`src/rtl/icache_pkg.sv`:
```
// Shared definitions for the direct-mapped instruction cache controller.
// Holds the address-field layout, line geometry, FSM state encoding and
// small helpers that slice fetch addresses and refill lines.
package icache_pkg;

  localparam int ADDR_W   = 32;
  localparam int DATA_W   = 32;
  localparam int INDEX_W  = 8;
  localparam int BANKS    = 8;
  localparam int TAG_W    = 19;
  localparam int WORD_W   = 3;
  localparam int OFFSET_W = 5;
  localparam int SETS     = 1 << INDEX_W;
  localparam int LINE_W   = BANKS * DATA_W;

  localparam int WORD_LSB = 2;
  localparam int IDX_LSB  = 5;
  localparam int TAG_LSB  = 13;

  // One-hot controller states.
  typedef enum logic [3:0] {
    ST_IDLE   = 4'b0001,
    ST_LOOKUP = 4'b0010,
    ST_ASKMEM = 4'b0100,
    ST_REFILL = 4'b1000
  } state_e;

  function automatic logic [INDEX_W-1:0] addr_index(input logic [ADDR_W-1:0] a);
    return a[IDX_LSB +: INDEX_W];
  endfunction

  function automatic logic [TAG_W-1:0] addr_tag(input logic [ADDR_W-1:0] a);
    return a[TAG_LSB +: TAG_W];
  endfunction

  function automatic logic [WORD_W-1:0] addr_word(input logic [ADDR_W-1:0] a);
    return a[WORD_LSB +: WORD_W];
  endfunction

  // Bank b of a line sits at bits [32b+31:32b].
  function automatic logic [DATA_W-1:0] line_word(input logic [LINE_W-1:0] line,
                                                   input logic [WORD_W-1:0] w);
    return line[DATA_W*int'(w) +: DATA_W];
  endfunction

endpackage

```
`src/rtl/icache_if.sv`:
```
// Bus bundles around the instruction cache controller.
//   icache_cpu_if : fetch unit <-> cache (request/ready, returned word, flush)
//   icache_ram_if : cache -> data-bank and tag RAMs (sync read, sync write)
//   icache_mem_if : cache -> memory bus line-fill channel
// In every bundle the modport "master" is the side that issues requests.
interface icache_cpu_if;
  import icache_pkg::*;

  logic              cpu_req_valid;
  logic [ADDR_W-1:0] cpu_addr;
  logic              cpu_ready;
  logic              cpu_rdata_valid;
  logic [DATA_W-1:0] cpu_rdata;
  logic              cache_flush;

  modport master (
    output cpu_req_valid, cpu_addr, cache_flush,
    input  cpu_ready, cpu_rdata_valid, cpu_rdata
  );

  modport slave (
    input  cpu_req_valid, cpu_addr, cache_flush,
    output cpu_ready, cpu_rdata_valid, cpu_rdata
  );
endinterface

interface icache_ram_if;
  import icache_pkg::*;

  logic               ram_rd_en;
  logic [INDEX_W-1:0] ram_rd_addr;
  logic [LINE_W-1:0]  bank_rdata;
  logic [TAG_W-1:0]   tag_rdata;
  logic               ram_wr_en;
  logic [INDEX_W-1:0] ram_wr_addr;
  logic [LINE_W-1:0]  ram_wr_data;
  logic [TAG_W-1:0]   tag_wr_data;

  modport master (
    output ram_rd_en, ram_rd_addr, ram_wr_en, ram_wr_addr, ram_wr_data, tag_wr_data,
    input  bank_rdata, tag_rdata
  );

  modport slave (
    input  ram_rd_en, ram_rd_addr, ram_wr_en, ram_wr_addr, ram_wr_data, tag_wr_data,
    output bank_rdata, tag_rdata
  );
endinterface

interface icache_mem_if;
  import icache_pkg::*;

  logic              mem_req_valid;
  logic [ADDR_W-1:0] mem_addr;
  logic              mem_req_ready;
  logic              mem_rdata_valid;
  logic [LINE_W-1:0] mem_rdata;

  modport master (
    output mem_req_valid, mem_addr,
    input  mem_req_ready, mem_rdata_valid, mem_rdata
  );

  modport slave (
    input  mem_req_valid, mem_addr,
    output mem_req_ready, mem_rdata_valid, mem_rdata
  );
endinterface

```
`src/rtl/icache_valid_array.sv`:
```
// Per-set valid bits kept in flops so reset and flush clear all sets at once.
// Ports:
//   clk, rst_n   clock, async active-low clear
//   flush_i      synchronous clear of every set
//   set_i        mark set_idx_i valid
//   rd_idx_i     combinational read index -> rd_valid_o
module icache_valid_array
  import icache_pkg::*;
(
  input  logic               clk,
  input  logic               rst_n,
  input  logic               flush_i,
  input  logic               set_i,
  input  logic [INDEX_W-1:0] set_idx_i,
  input  logic [INDEX_W-1:0] rd_idx_i,
  output logic               rd_valid_o
);

  logic [SETS-1:0] valid_q;

  // Flush and set never coincide (flush only in IDLE, set only in REFILL);
  // flush still takes priority so a clear can never be partially undone.
  always_ff @(posedge clk or negedge rst_n) begin
    if (!rst_n) begin
      valid_q <= '0;
    end else if (flush_i) begin
      valid_q <= '0;
    end else if (set_i) begin
      valid_q[set_idx_i] <= 1'b1;
    end
  end

  assign rd_valid_o = valid_q[rd_idx_i];

endmodule

```
`src/rtl/icache_ctrl.sv`:
```
// Direct-mapped instruction cache controller: 256 sets x 32-byte lines.
// Sequences the bank/tag RAMs between the fetch unit and the memory bus.
// Ports:
//   clk, reset_n  clock, async active-low reset
//   cpu           fetch request/response and flush (slave side)
//   ram           bank + tag RAM read/write ports (master side)
//   mem           line-fill request/response (master side)
//
// state     | meaning
// ----------+---------------------------------------------------------
// ST_IDLE   | ready for a fetch; RAM read issued on accept; flush here
// ST_LOOKUP | RAM data valid, compare tag and valid bit
// ST_ASKMEM | line-fill request held until the bus accepts it
// ST_REFILL | waiting for the fill line; write RAMs and return word
module icache_ctrl
  import icache_pkg::*;
(
  input  logic          clk,
  input  logic          reset_n,
  icache_cpu_if.slave   cpu,
  icache_ram_if.master  ram,
  icache_mem_if.master  mem
);

  state_e             state_q;
  logic [TAG_W-1:0]   tag_q;
  logic [INDEX_W-1:0] idx_q;
  logic [WORD_W-1:0]  word_q;
  logic               cpu_rdata_valid_q;
  logic [DATA_W-1:0]  cpu_rdata_q;
  logic               mem_req_valid_q;
  logic [ADDR_W-1:0]  mem_addr_q;

  logic cpu_ready;
  logic accept;
  logic flush_req;
  logic refill_we;
  logic valid_rd;
  logic hit;

  // Gating with reset_n keeps every output low while reset is held,
  // even though state_q already sits in IDLE.
  assign cpu_ready = reset_n & (state_q == ST_IDLE) & ~cpu.cache_flush;
  assign flush_req = reset_n & (state_q == ST_IDLE) &  cpu.cache_flush;
  assign accept    = cpu_ready & cpu.cpu_req_valid;
  assign refill_we = (state_q == ST_REFILL) & mem.mem_rdata_valid;
  assign hit       = valid_rd & (ram.tag_rdata == tag_q);

  icache_valid_array u_valid (
    .clk        (clk),
    .rst_n      (reset_n),
    .flush_i    (flush_req),
    .set_i      (refill_we),
    .set_idx_i  (idx_q),
    .rd_idx_i   (idx_q),
    .rd_valid_o (valid_rd)
  );

  always_ff @(posedge clk or negedge reset_n) begin
    if (!reset_n) begin
      state_q           <= ST_IDLE;
      tag_q             <= '0;
      idx_q             <= '0;
      word_q            <= '0;
      cpu_rdata_valid_q <= 1'b0;
      cpu_rdata_q       <= '0;
      mem_req_valid_q   <= 1'b0;
      mem_addr_q        <= '0;
    end else begin
      cpu_rdata_valid_q <= 1'b0;
      case (state_q)
        ST_IDLE: begin
          if (accept) begin
            tag_q   <= addr_tag(cpu.cpu_addr);
            idx_q   <= addr_index(cpu.cpu_addr);
            word_q  <= addr_word(cpu.cpu_addr);
            state_q <= ST_LOOKUP;
          end
        end
        ST_LOOKUP: begin
          if (hit) begin
            cpu_rdata_q       <= line_word(ram.bank_rdata, word_q);
            cpu_rdata_valid_q <= 1'b1;
            state_q           <= ST_IDLE;
          end else begin
            mem_req_valid_q <= 1'b1;
            mem_addr_q      <= {tag_q, idx_q, {OFFSET_W{1'b0}}};
            state_q         <= ST_ASKMEM;
          end
        end
        ST_ASKMEM: begin
          if (mem.mem_req_ready) begin
            mem_req_valid_q <= 1'b0;
            state_q         <= ST_REFILL;
          end
        end
        ST_REFILL: begin
          if (mem.mem_rdata_valid) begin
            cpu_rdata_q       <= line_word(mem.mem_rdata, word_q);
            cpu_rdata_valid_q <= 1'b1;
            state_q           <= ST_IDLE;
          end
        end
        default: state_q <= ST_IDLE;
      endcase
    end
  end

  assign cpu.cpu_ready       = cpu_ready;
  assign cpu.cpu_rdata_valid = cpu_rdata_valid_q;
  assign cpu.cpu_rdata       = cpu_rdata_q;

  // RAM read is launched in the accept cycle so data arrives in LOOKUP.
  assign ram.ram_rd_en   = accept;
  assign ram.ram_rd_addr = accept ? addr_index(cpu.cpu_addr) : '0;

  assign ram.ram_wr_en   = refill_we;
  assign ram.ram_wr_addr = refill_we ? idx_q : '0;
  assign ram.ram_wr_data = refill_we ? mem.mem_rdata : '0;
  assign ram.tag_wr_data = refill_we ? tag_q : '0;

  assign mem.mem_req_valid = mem_req_valid_q;
  assign mem.mem_addr      = mem_addr_q;

endmodule
```
`src/flat_wrapper.sv`:
```
// flat-port wrapper written by rule: the top's interface ports become plain ports
module icache_ctrl_flat import icache_pkg::*;
  (clk, reset_n, cpu_cpu_req_valid, cpu_cpu_addr, cpu_cache_flush, cpu_cpu_ready, cpu_cpu_rdata_valid, cpu_cpu_rdata, ram_ram_rd_en, ram_ram_rd_addr, ram_ram_wr_en, ram_ram_wr_addr, ram_ram_wr_data, ram_tag_wr_data, ram_bank_rdata, ram_tag_rdata, mem_mem_req_valid, mem_mem_addr, mem_mem_req_ready, mem_mem_rdata_valid, mem_mem_rdata);
  icache_cpu_if cpu_i ();
  icache_ram_if ram_i ();
  icache_mem_if mem_i ();
  input  logic clk;
  input  logic reset_n;
  input wire logic [$bits(cpu_i.cpu_req_valid)-1:0] cpu_cpu_req_valid;
  input wire logic [$bits(cpu_i.cpu_addr)-1:0] cpu_cpu_addr;
  input wire logic [$bits(cpu_i.cache_flush)-1:0] cpu_cache_flush;
  output wire logic [$bits(cpu_i.cpu_ready)-1:0] cpu_cpu_ready;
  output wire logic [$bits(cpu_i.cpu_rdata_valid)-1:0] cpu_cpu_rdata_valid;
  output wire logic [$bits(cpu_i.cpu_rdata)-1:0] cpu_cpu_rdata;
  output wire logic [$bits(ram_i.ram_rd_en)-1:0] ram_ram_rd_en;
  output wire logic [$bits(ram_i.ram_rd_addr)-1:0] ram_ram_rd_addr;
  output wire logic [$bits(ram_i.ram_wr_en)-1:0] ram_ram_wr_en;
  output wire logic [$bits(ram_i.ram_wr_addr)-1:0] ram_ram_wr_addr;
  output wire logic [$bits(ram_i.ram_wr_data)-1:0] ram_ram_wr_data;
  output wire logic [$bits(ram_i.tag_wr_data)-1:0] ram_tag_wr_data;
  input wire logic [$bits(ram_i.bank_rdata)-1:0] ram_bank_rdata;
  input wire logic [$bits(ram_i.tag_rdata)-1:0] ram_tag_rdata;
  output wire logic [$bits(mem_i.mem_req_valid)-1:0] mem_mem_req_valid;
  output wire logic [$bits(mem_i.mem_addr)-1:0] mem_mem_addr;
  input wire logic [$bits(mem_i.mem_req_ready)-1:0] mem_mem_req_ready;
  input wire logic [$bits(mem_i.mem_rdata_valid)-1:0] mem_mem_rdata_valid;
  input wire logic [$bits(mem_i.mem_rdata)-1:0] mem_mem_rdata;
  assign cpu_i.cpu_req_valid = cpu_cpu_req_valid;
  assign cpu_i.cpu_addr = cpu_cpu_addr;
  assign cpu_i.cache_flush = cpu_cache_flush;
  assign cpu_cpu_ready = cpu_i.cpu_ready;
  assign cpu_cpu_rdata_valid = cpu_i.cpu_rdata_valid;
  assign cpu_cpu_rdata = cpu_i.cpu_rdata;
  assign ram_ram_rd_en = ram_i.ram_rd_en;
  assign ram_ram_rd_addr = ram_i.ram_rd_addr;
  assign ram_ram_wr_en = ram_i.ram_wr_en;
  assign ram_ram_wr_addr = ram_i.ram_wr_addr;
  assign ram_ram_wr_data = ram_i.ram_wr_data;
  assign ram_tag_wr_data = ram_i.tag_wr_data;
  assign ram_i.bank_rdata = ram_bank_rdata;
  assign ram_i.tag_rdata = ram_tag_rdata;
  assign mem_mem_req_valid = mem_i.mem_req_valid;
  assign mem_mem_addr = mem_i.mem_addr;
  assign mem_i.mem_req_ready = mem_mem_req_ready;
  assign mem_i.mem_rdata_valid = mem_mem_rdata_valid;
  assign mem_i.mem_rdata = mem_mem_rdata;
  icache_ctrl u_core (.clk(clk), .reset_n(reset_n), .cpu(cpu_i), .ram(ram_i), .mem(mem_i));
endmodule
```
`config.mk`:
```
export PLATFORM = sky130hd
export DESIGN_NAME = icache_ctrl_flat
export DESIGN_NICKNAME = d
export VERILOG_FILES = /design/src/rtl/icache_pkg.sv /design/src/rtl/icache_if.sv /design/src/rtl/icache_valid_array.sv /design/src/rtl/icache_ctrl.sv /design/src/flat_wrapper.sv
export SDC_FILE = /design/constraint.sdc
export NUM_CORES = 1
export LEC_CHECK = 0
export ABC_AREA = 1
export CORE_AREA = 5 5 356 358
export DETAILED_ROUTE_END_ITERATION = 8
export DIE_AREA = 0 0 361 363
export PLACE_DENSITY_LB_ADDON = 0.25
export SLEW_MARGIN = 15
export SYNTH_ARGS = -nofsm -noshare
export SYNTH_HDL_FRONTEND = slang
export SYNTH_SLANG_ARGS = --single-unit
```
`constraint.sdc`:
```
create_clock -name clk -period 3.2 [get_ports clk]
set_input_delay 0.64 -clock clk [delete_from_list [all_inputs] [get_ports clk]]
set_output_delay 0.64 -clock clk [all_outputs]
set_load 0.05 [all_outputs]
```
==> impl_metrics.csv, run 1 <==
group,metric,value,unit
synth,syn_area,0.0222,mm²
pwr,powerDensity,533,mW/mm²
synth,synthDistinctLibCells,29,
global_route,grt.total_usage,0.292,
sta,finClkSkew,38.0,ps
clock_network,root_buffer,"clkbuf_16",
layout,area.growth.synth_to_final,81.6,%
clock_network,cts_buffers,44,
synth,netlist_instances,3472,
critical_path,end_kind,"output pin",
global_route,grt_max_degree,159,
synth,synth_seq_area_share,0.395,
synth,synth_area_per_cell,6.40,µm²
sta,max_slew_margin,0.328,
critical_path,required,2560,ps
drt,drt-vias-per-instance,4.79,
drt,antenna_left,0,
drt,via_count,29224,
synth,synth_top_area_share,0.394,
place,place_congestion,0.993,
synth,synthSimpleGateAreaFrac,0.347,
synth,synth-compound-area-share,0.155,
place,hpwl,164,mm
global_route,grt_pass1_vias,27159,
synth,synth_top_family_by_area,"simple AND/OR/NAND/NOR gates",
synth,synth_xor_area_frac,0.00709,
clock_network,clk_pin_slew,60,ps
critical_path,cp_top_family,"buffers and inverters",
floorplanning,die_width,361,µm
sta,grt_setup_unrepaired,"yes",
critical_path,crit_path_start_kind,"flip-flop",
synth,synth.area.mux_share,0,
job,cap_violations,0,
pwr,p_leak,17.9,nW
layout,final_nets,4974,
outcome,status,"finished, violations left",
floorplanning,rows,129,
sta,fin_crit,3210,ps
sta,worstMarginPinSlew,1010,ps
floorplanning,io_pins,929,
critical_path,slowest_stage,"dfrtp_1",
synth,ys_seq_elements,351,
floorplanning,core,0.123,mm²
sta,worst_slack,-12.6,ps
layout,final_layout_size_suffix_gt1_frac,0.192,
drt,routed_wirelength,204,mm
worst_hold_path,hold_path.class,"reg -> reg",
worst_hold_path,whs_path_depth,2,
place,port_buffers,921,
critical_path,cp_max_fo,12,
floorplanning,start_util,0.181,
drt,drt_iter0_markers,3474,
sta,hold_viol,0,
synth,yosys-top-cells-area,"dfrtp_1 (39%), nand2_1 (19%), nor2_1 (8.7%)",
sta,fin_crit_sh,1.00,
clock_network,htreeDepth,2,
critical_path,crit_arrival,2570,ps
floorplanning,die_h,363,µm
layout,fillCellCount,13282,
synth,synth_warnings,0,
floorplanning,die_area,0.131,mm²
critical_path,path_class,"reg -> out",
global_route,grt_pass1_wl,260,mm
clock_network,cts.path.max_buffers,3,
sta,slew_violations,0,
critical_path,cpPeakStageDelay,420,ps
critical_path,crit_buf_inv,8,
pwr,ir_worst_vdd,0.398,mV
outcome,violations,"negative setup slack",
critical_path,r2r_cells,19,
synth,synth_fa_ha_area_frac,0,
critical_path,cp.depth,12,
global_route,overflow,0,
pwr,power,21.5,mW
sta,setup_viol,2,
layout,fin_util,0.328,
drt,routedWlPerCell,33.5,µm
critical_path,crit_chain,"nor2_4 -> inv_2 -> nor3_4 -> buf_12 -> clkinv_16 -> nor2_4 -> buf_6 -> inv_8 -> buf_16 -> nor2_2 -> buf_4 -> buf_12",
sta,max_freq,311,MHz
drt,drc,0,
drt,first_pass_iters,5,
global_route,antenna_found_initial,40,
clock_network,cts_sinks,351,
clock_network,clock_latency,610,ps
clock_network,tritoncts,"yes",
synth,yosysTopAreaCell,"dfrtp_1",
[cells in the mapped netlist]
master / count
a31oi_1: 69
clkbuf_1: 185
o21bai_1: 8
nand4_1: 3
o21ai_1: 45
nor2_2: 1
clkinv_1: 1
o211ai_1: 101
buf_4: 13
nor2_1: 515
inv_1: 263
o2111ai_1: 1
nor4_1: 4
nand3_2: 1
dfstp_2: 1
dfrtp_1: 350
nand2_2: 1
o21ai_0: 115
nor3_2: 1
nor3_1: 13
nand2_1: 1131
buf_2: 49
inv_2: 2
xnor2_1: 10
buf_1: 24
nand3_1: 280
conb_1: 1
a21oi_1: 276
xor2_1: 8
[through the flow]
step	setup TNS [ps]	setup WS (ps)	area (µm²)	hold slack [ps]	cells
floorplan	0	201	22300	344	3476
global placement	-27.0	-15.8	37300	470	5960
detailed placement	0	0.108	37300	477	5960
CTS	-1510	-106	39400	491	6051
global route	-2420	-77.5	40400	509	6091
finish	-16.8	-12.6	40400	490	6098
[cells by family (layout without fill, tap and decap cells)]
group | count (synthesis) | in the layout
compound gates | 615 | 615
xor+xnor | 18 | 18
buf+inv | 537 | 1498
flops | 351 | 351
other cells | 1 | 29
simple gates | 1950 | 1950
[worst reg2reg max path: stages, from the launching register on]
cell	delay (ps)
dfrtp_4	520
buf_12	200
buf_4	260
nand2_1	70
o21ai_0	80
nand2_1	70
nand2_1	100
nand2_1	90
nand2_1	80
o21ai_1	120
nand2_1	60
nor2_1	100
nor2_1	60
nor2_1	120
nand2_1	210
nand3_2	200
nand2_2	130
buf_12	190
nand2_1	160
nand2_1	80
[layer usage]
layer  share of wire  vias up  global-route usage
li1                -    12994                   -
met1            0.42    14431               0.391
met2            0.40     1542               0.396
met3            0.14      251               0.148
met4           0.044        6               0.110
met5         0.00017        -                   0
[final timing paths]
check	from	endpoint	slack, ps
max	u_core.state_q[1]	ram_ram_wr_data[9]	-10
min	u_core.mem.mem_addr[22]	u_core.mem.mem_addr[22]	490
min reg2reg	u_core.mem.mem_addr[22]	u_core.mem.mem_addr[22]	490
min in group asynchronous	reset_n	u_core.u_valid.valid_q[97]	610
max in group asynchronous	reset_n	u_core.cpu.cpu_rdata[15]	1390
max reg2reg	u_core.idx_q[0]	u_core.cpu.cpu_rdata[15]	200
[area by class of cell]
cell class                      instances  area [µm²]  share of cell area
Multi-Input combinational cell       2588       12100               0.300
Timing Repair inverter                  3        28.8            0.000713
Clock inverter                         17         262             0.00648
Tap cell                             1637        2050              0.0507
Inverter                              266        1050              0.0260
Antenna cell                           24        60.1             0.00149
Timing Repair Buffer                 1151       14700               0.365
Sequential cell                       351        8800               0.218
Clock buffer                           61        1260              0.0313
[registers in the layout, indices dropped and copies added (netlist names)]
| signal | flops |
|---|---|
| u_core.cpu.cpu_rdata | 32 |
| u_core.cpu.cpu_rdata_valid | 1 |
| u_core.idx_q | 8 |
| u_core.mem.mem_addr | 27 |
| u_core.mem.mem_req_valid | 1 |
| u_core.state_q | 4 |
| u_core.tag_q | 19 |
| u_core.u_valid.valid_q | 256 |
| u_core.word_q | 3 |
[where the power goes]
group          total [mW]  switching [mW]  internal, mW
clock                5.42            2.24          3.18
combinational        10.7            7.57          3.16
sequential           5.36           0.414          4.95
total                21.5            10.2          11.3
[timing repair]
item,4_1_cts,5_1_grt
hold buffers,1,0
endpoints found under the setup margin,229,273
resized for setup,132,162
setup buffers,7,10
endpoints found under the hold margin,5,0
gates cloned,5,13
pin swaps,2,3
[cell usage in the layout (no fill, tap or decap), types with 37 or more instances in the layout]
cell | Yosys | layout
nand3_1 | 280 | 280
o21ai_1 | 45 | 45
nor2_1 | 515 | 318
nand2_2 | 1 | 37
o211ai_1 | 101 | 101
a21oi_1 | 276 | 276
a31oi_1 | 69 | 69
inv_1 | 263 | 257
dfrtp_1 | 350 | 346
clkdlybuf4s50_1 | 0 | 623
clkbuf_16 | 0 | 53
buf_12 | 0 | 330
nand2_1 | 1131 | 1094
nor2_4 | 0 | 37
o21ai_0 | 115 | 115
nor2_2 | 1 | 161
buf_4 | 13 | 164
Note: power is estimated with default switching activity, not from simulation.
==> inputs of run 2 (changes only) <==
--- a/config.mk
+++ b/config.mk
@@ -6,9 +6,9 @@
 export NUM_CORES = 1
 export LEC_CHECK = 0
 export ABC_AREA = 1
-export CORE_AREA = 5 5 356 358
+export CORE_AREA = 4 4 355 357
 export DETAILED_ROUTE_END_ITERATION = 8
-export DIE_AREA = 0 0 361 363
+export DIE_AREA = 0 0 359 361
 export PLACE_DENSITY_LB_ADDON = 0.25
 export SLEW_MARGIN = 15
 export SYNTH_ARGS = -nofsm -noshare
==> impl_metrics.csv, run 2 (synthesis gave the netlist of run 1 again) <==
group,metric,value,unit
drt,routedWlPerCell,33.0,µm
critical_path,cpPeakStageDelay,380,ps
sta,slew_violations,0,
drt,routed_wirelength,203,mm
place,preCtsSetupSlack,35.0,ps
clock_network,tritoncts,"yes",
critical_path,crit_chain,"nor2_2 -> inv_2 -> nor3_4 -> buf_12 -> inv_16 -> nor2_4 -> bufinv_16 -> buf_12 -> nor2_4 -> buf_6 -> buf_12",
global_route,overflow,0,
critical_path,end_kind,"output pin",
place,hpwl,164,mm
layout,final_nets,5009,
floorplanning,die_h,361,µm
clock_network,root_buffer,"clkbuf_16",
sta,fin_crit,3210,ps
sta,setup_viol,1,
sta,finClkSkew,44.2,ps
clock_network,ctsHoldBuffers,0,
sta,grt_setup_unrepaired,"yes",
layout,regMostFlops,"u_core.u_valid.valid_q",
critical_path,path_common_cell,"buf_12",
layout,area.growth.synth_to_final,84.6,%
sta,worstMarginPinSlew,935,ps
place,place_congestion,0.985,
global_route,grt_pass1_vias,27482,
sta,fin_crit_sh,1.00,
layout,largest_reg_flops,256,
drt,wl_met1,90.6,mm
floorplanning,die_width,359,µm
floorplanning,io_pins,929,
drt,first_pass_iters,6,
layout,final_common_cell,"nand2_1",
floorplanning,die_area,0.130,mm²
critical_path,crit_path_start_kind,"flip-flop",
critical_path,path_class,"reg -> out",
worst_hold_path,hold_path.class,"in -> async",
layout,fillCellCount,13324,
drt,drc,0,
job,cap_violations,0,
pwr,powerDensity,518,mW/mm²
sta,hold_viol,0,
sta,worst_slack,-11.3,ps
clock_network,clock_latency,610,ps
drt,wl_met3,23.0,mm
sta,fin_setup_tns,-11.3,ps
sta,max_slew_margin,0.377,
global_route,grt_pass1_wl,264,mm
clock_network,cts.path.max_buffers,3,
drt,antenna_left,0,
critical_path,cp_max_fo,8,
outcome,violations,"negative setup slack",
floorplanning,core,0.123,mm²
clock_network,clk_pin_slew,60,ps
drt,drt-vias-per-instance,4.82,
critical_path,required,2560,ps
drt,wl_met2,80.4,mm
place,port_buffers,921,
sta,max_freq,311,MHz
clock_network,cts_buffers,42,
drt,via_count,29553,
global_route,grt.total_usage,0.298,
critical_path,slowest_stage,"dfstp_2",
layout,layout_common_cells,"nand2_1 (1076), clkdlybuf4s50_1 (622), dfrtp_1 (346)",
floorplanning,start_util,0.181,
drt,drt_iter0_markers,3539,
clock_network,cts_sinks,351,
pwr,power,21.3,mW
outcome,status,"finished, violations left",
floorplanning,rows,129,
pwr,ir_worst_vdd,0.505,mV
global_route,grt_max_degree,157,
drt,highest_layer,"met5",
critical_path,crit_arrival,2570,ps
layout,final_layout_size_suffix_gt1_frac,0.210,
pwr,p_leak,18.2,nW
clock_network,htreeDepth,2,
global_route,antenna_found_initial,48,
-- run 2: cell types whose count changed in the layout (fill, tap and decap cells not counted), sizes merged --
| cell | before | now |
|---|---|---|
| buf | 518 | 562 |
| dlygate4sd3 | 1 | 0 |
| diode | 24 | 25 |
| clkinv | 10 | 15 |
| clkinvlp | 4 | 1 |
| inv | 267 | 268 |
| clkdlybuf4s50 | 623 | 622 |
| clkbuf | 70 | 60 |
-- run 2: critical path: cells and delay by family, from the launching register on --
family | cells | cell delay (ps)
simple gates | 4 | 600
buf+inv | 7 | 970
flops | 1 | 380
-- run 2: path summary, 6_finish.rpt --
check	start	to	slack (ps)	cells past startpoint
setup / recovery	u_core.state_q[0]	ram_ram_wr_data[89]	-10	11
min in group clk	u_core.mem.mem_req_valid	u_core.mem.mem_req_valid	490	2
hold reg to reg	u_core.mem.mem_req_valid	u_core.mem.mem_req_valid	490	2
max in group asynchronous	reset_n	u_core.u_valid.valid_q[59]	1690	3
hold / removal	reset_n	u_core.u_valid.valid_q[68]	130	2
setup reg to reg	u_core.idx_q[0]	u_core.cpu.cpu_rdata[7]	160	19
-- run 2: cell type report --
type                       instances  area, µm²  share of cell area
clock buffer                      58       1220              0.0298
clock inverter                    18        240             0.00585
inverter                         266       1050              0.0256
sequential                       351       8800               0.214
antenna                           25       62.6             0.00152
timing repair buffer            1186      14700               0.359
multi-input combinational       2588      12800               0.312
timing repair inverter             5       66.3             0.00162
tap                             1637       2050              0.0499
-- run 2: routing by layer --
layer | GRT usage | up-vias
met4 | 0.100 | 10
met2 | 0.413 | 1593
met3 | 0.109 | 235
li1 | - | 13056
met1 | 0.423 | 14659
met5 | 0 | -
-- run 2: power breakdown --
part           internal (mW)  total, mW  switching (mW)
clock                   3.02       5.20            2.18
combinational           3.13       10.6            7.49
sequential              4.95       5.45           0.501
-- run 2: per-stage QoR --
| stage | util | cell area (µm²) | hold WS, ps | instances |
|---|---|---|---|---|
| global route | 0.334 | 41000 | 168 | 6126 |
| CTS | 0.329 | 40500 | 126 | 6093 |
| floorplan | - | 22300 | 344 | 3476 |
| detailed placement | 0.304 | 37400 | 470 | 5995 |
| global placement | 0.304 | 37400 | 470 | 5995 |
| finish | 0.334 | 41100 | 130 | 6134 |
-- run 2: what timing repair did --
| action | in CTS | in global routing |
|---|---|---|
| resized for setup | 409 | 87 |
| gates cloned | 9 | 3 |
| setup endpoints to repair | 228 | 336 |
| pin swaps | 5 | 4 |
| buffers inserted | 16 | 15 |
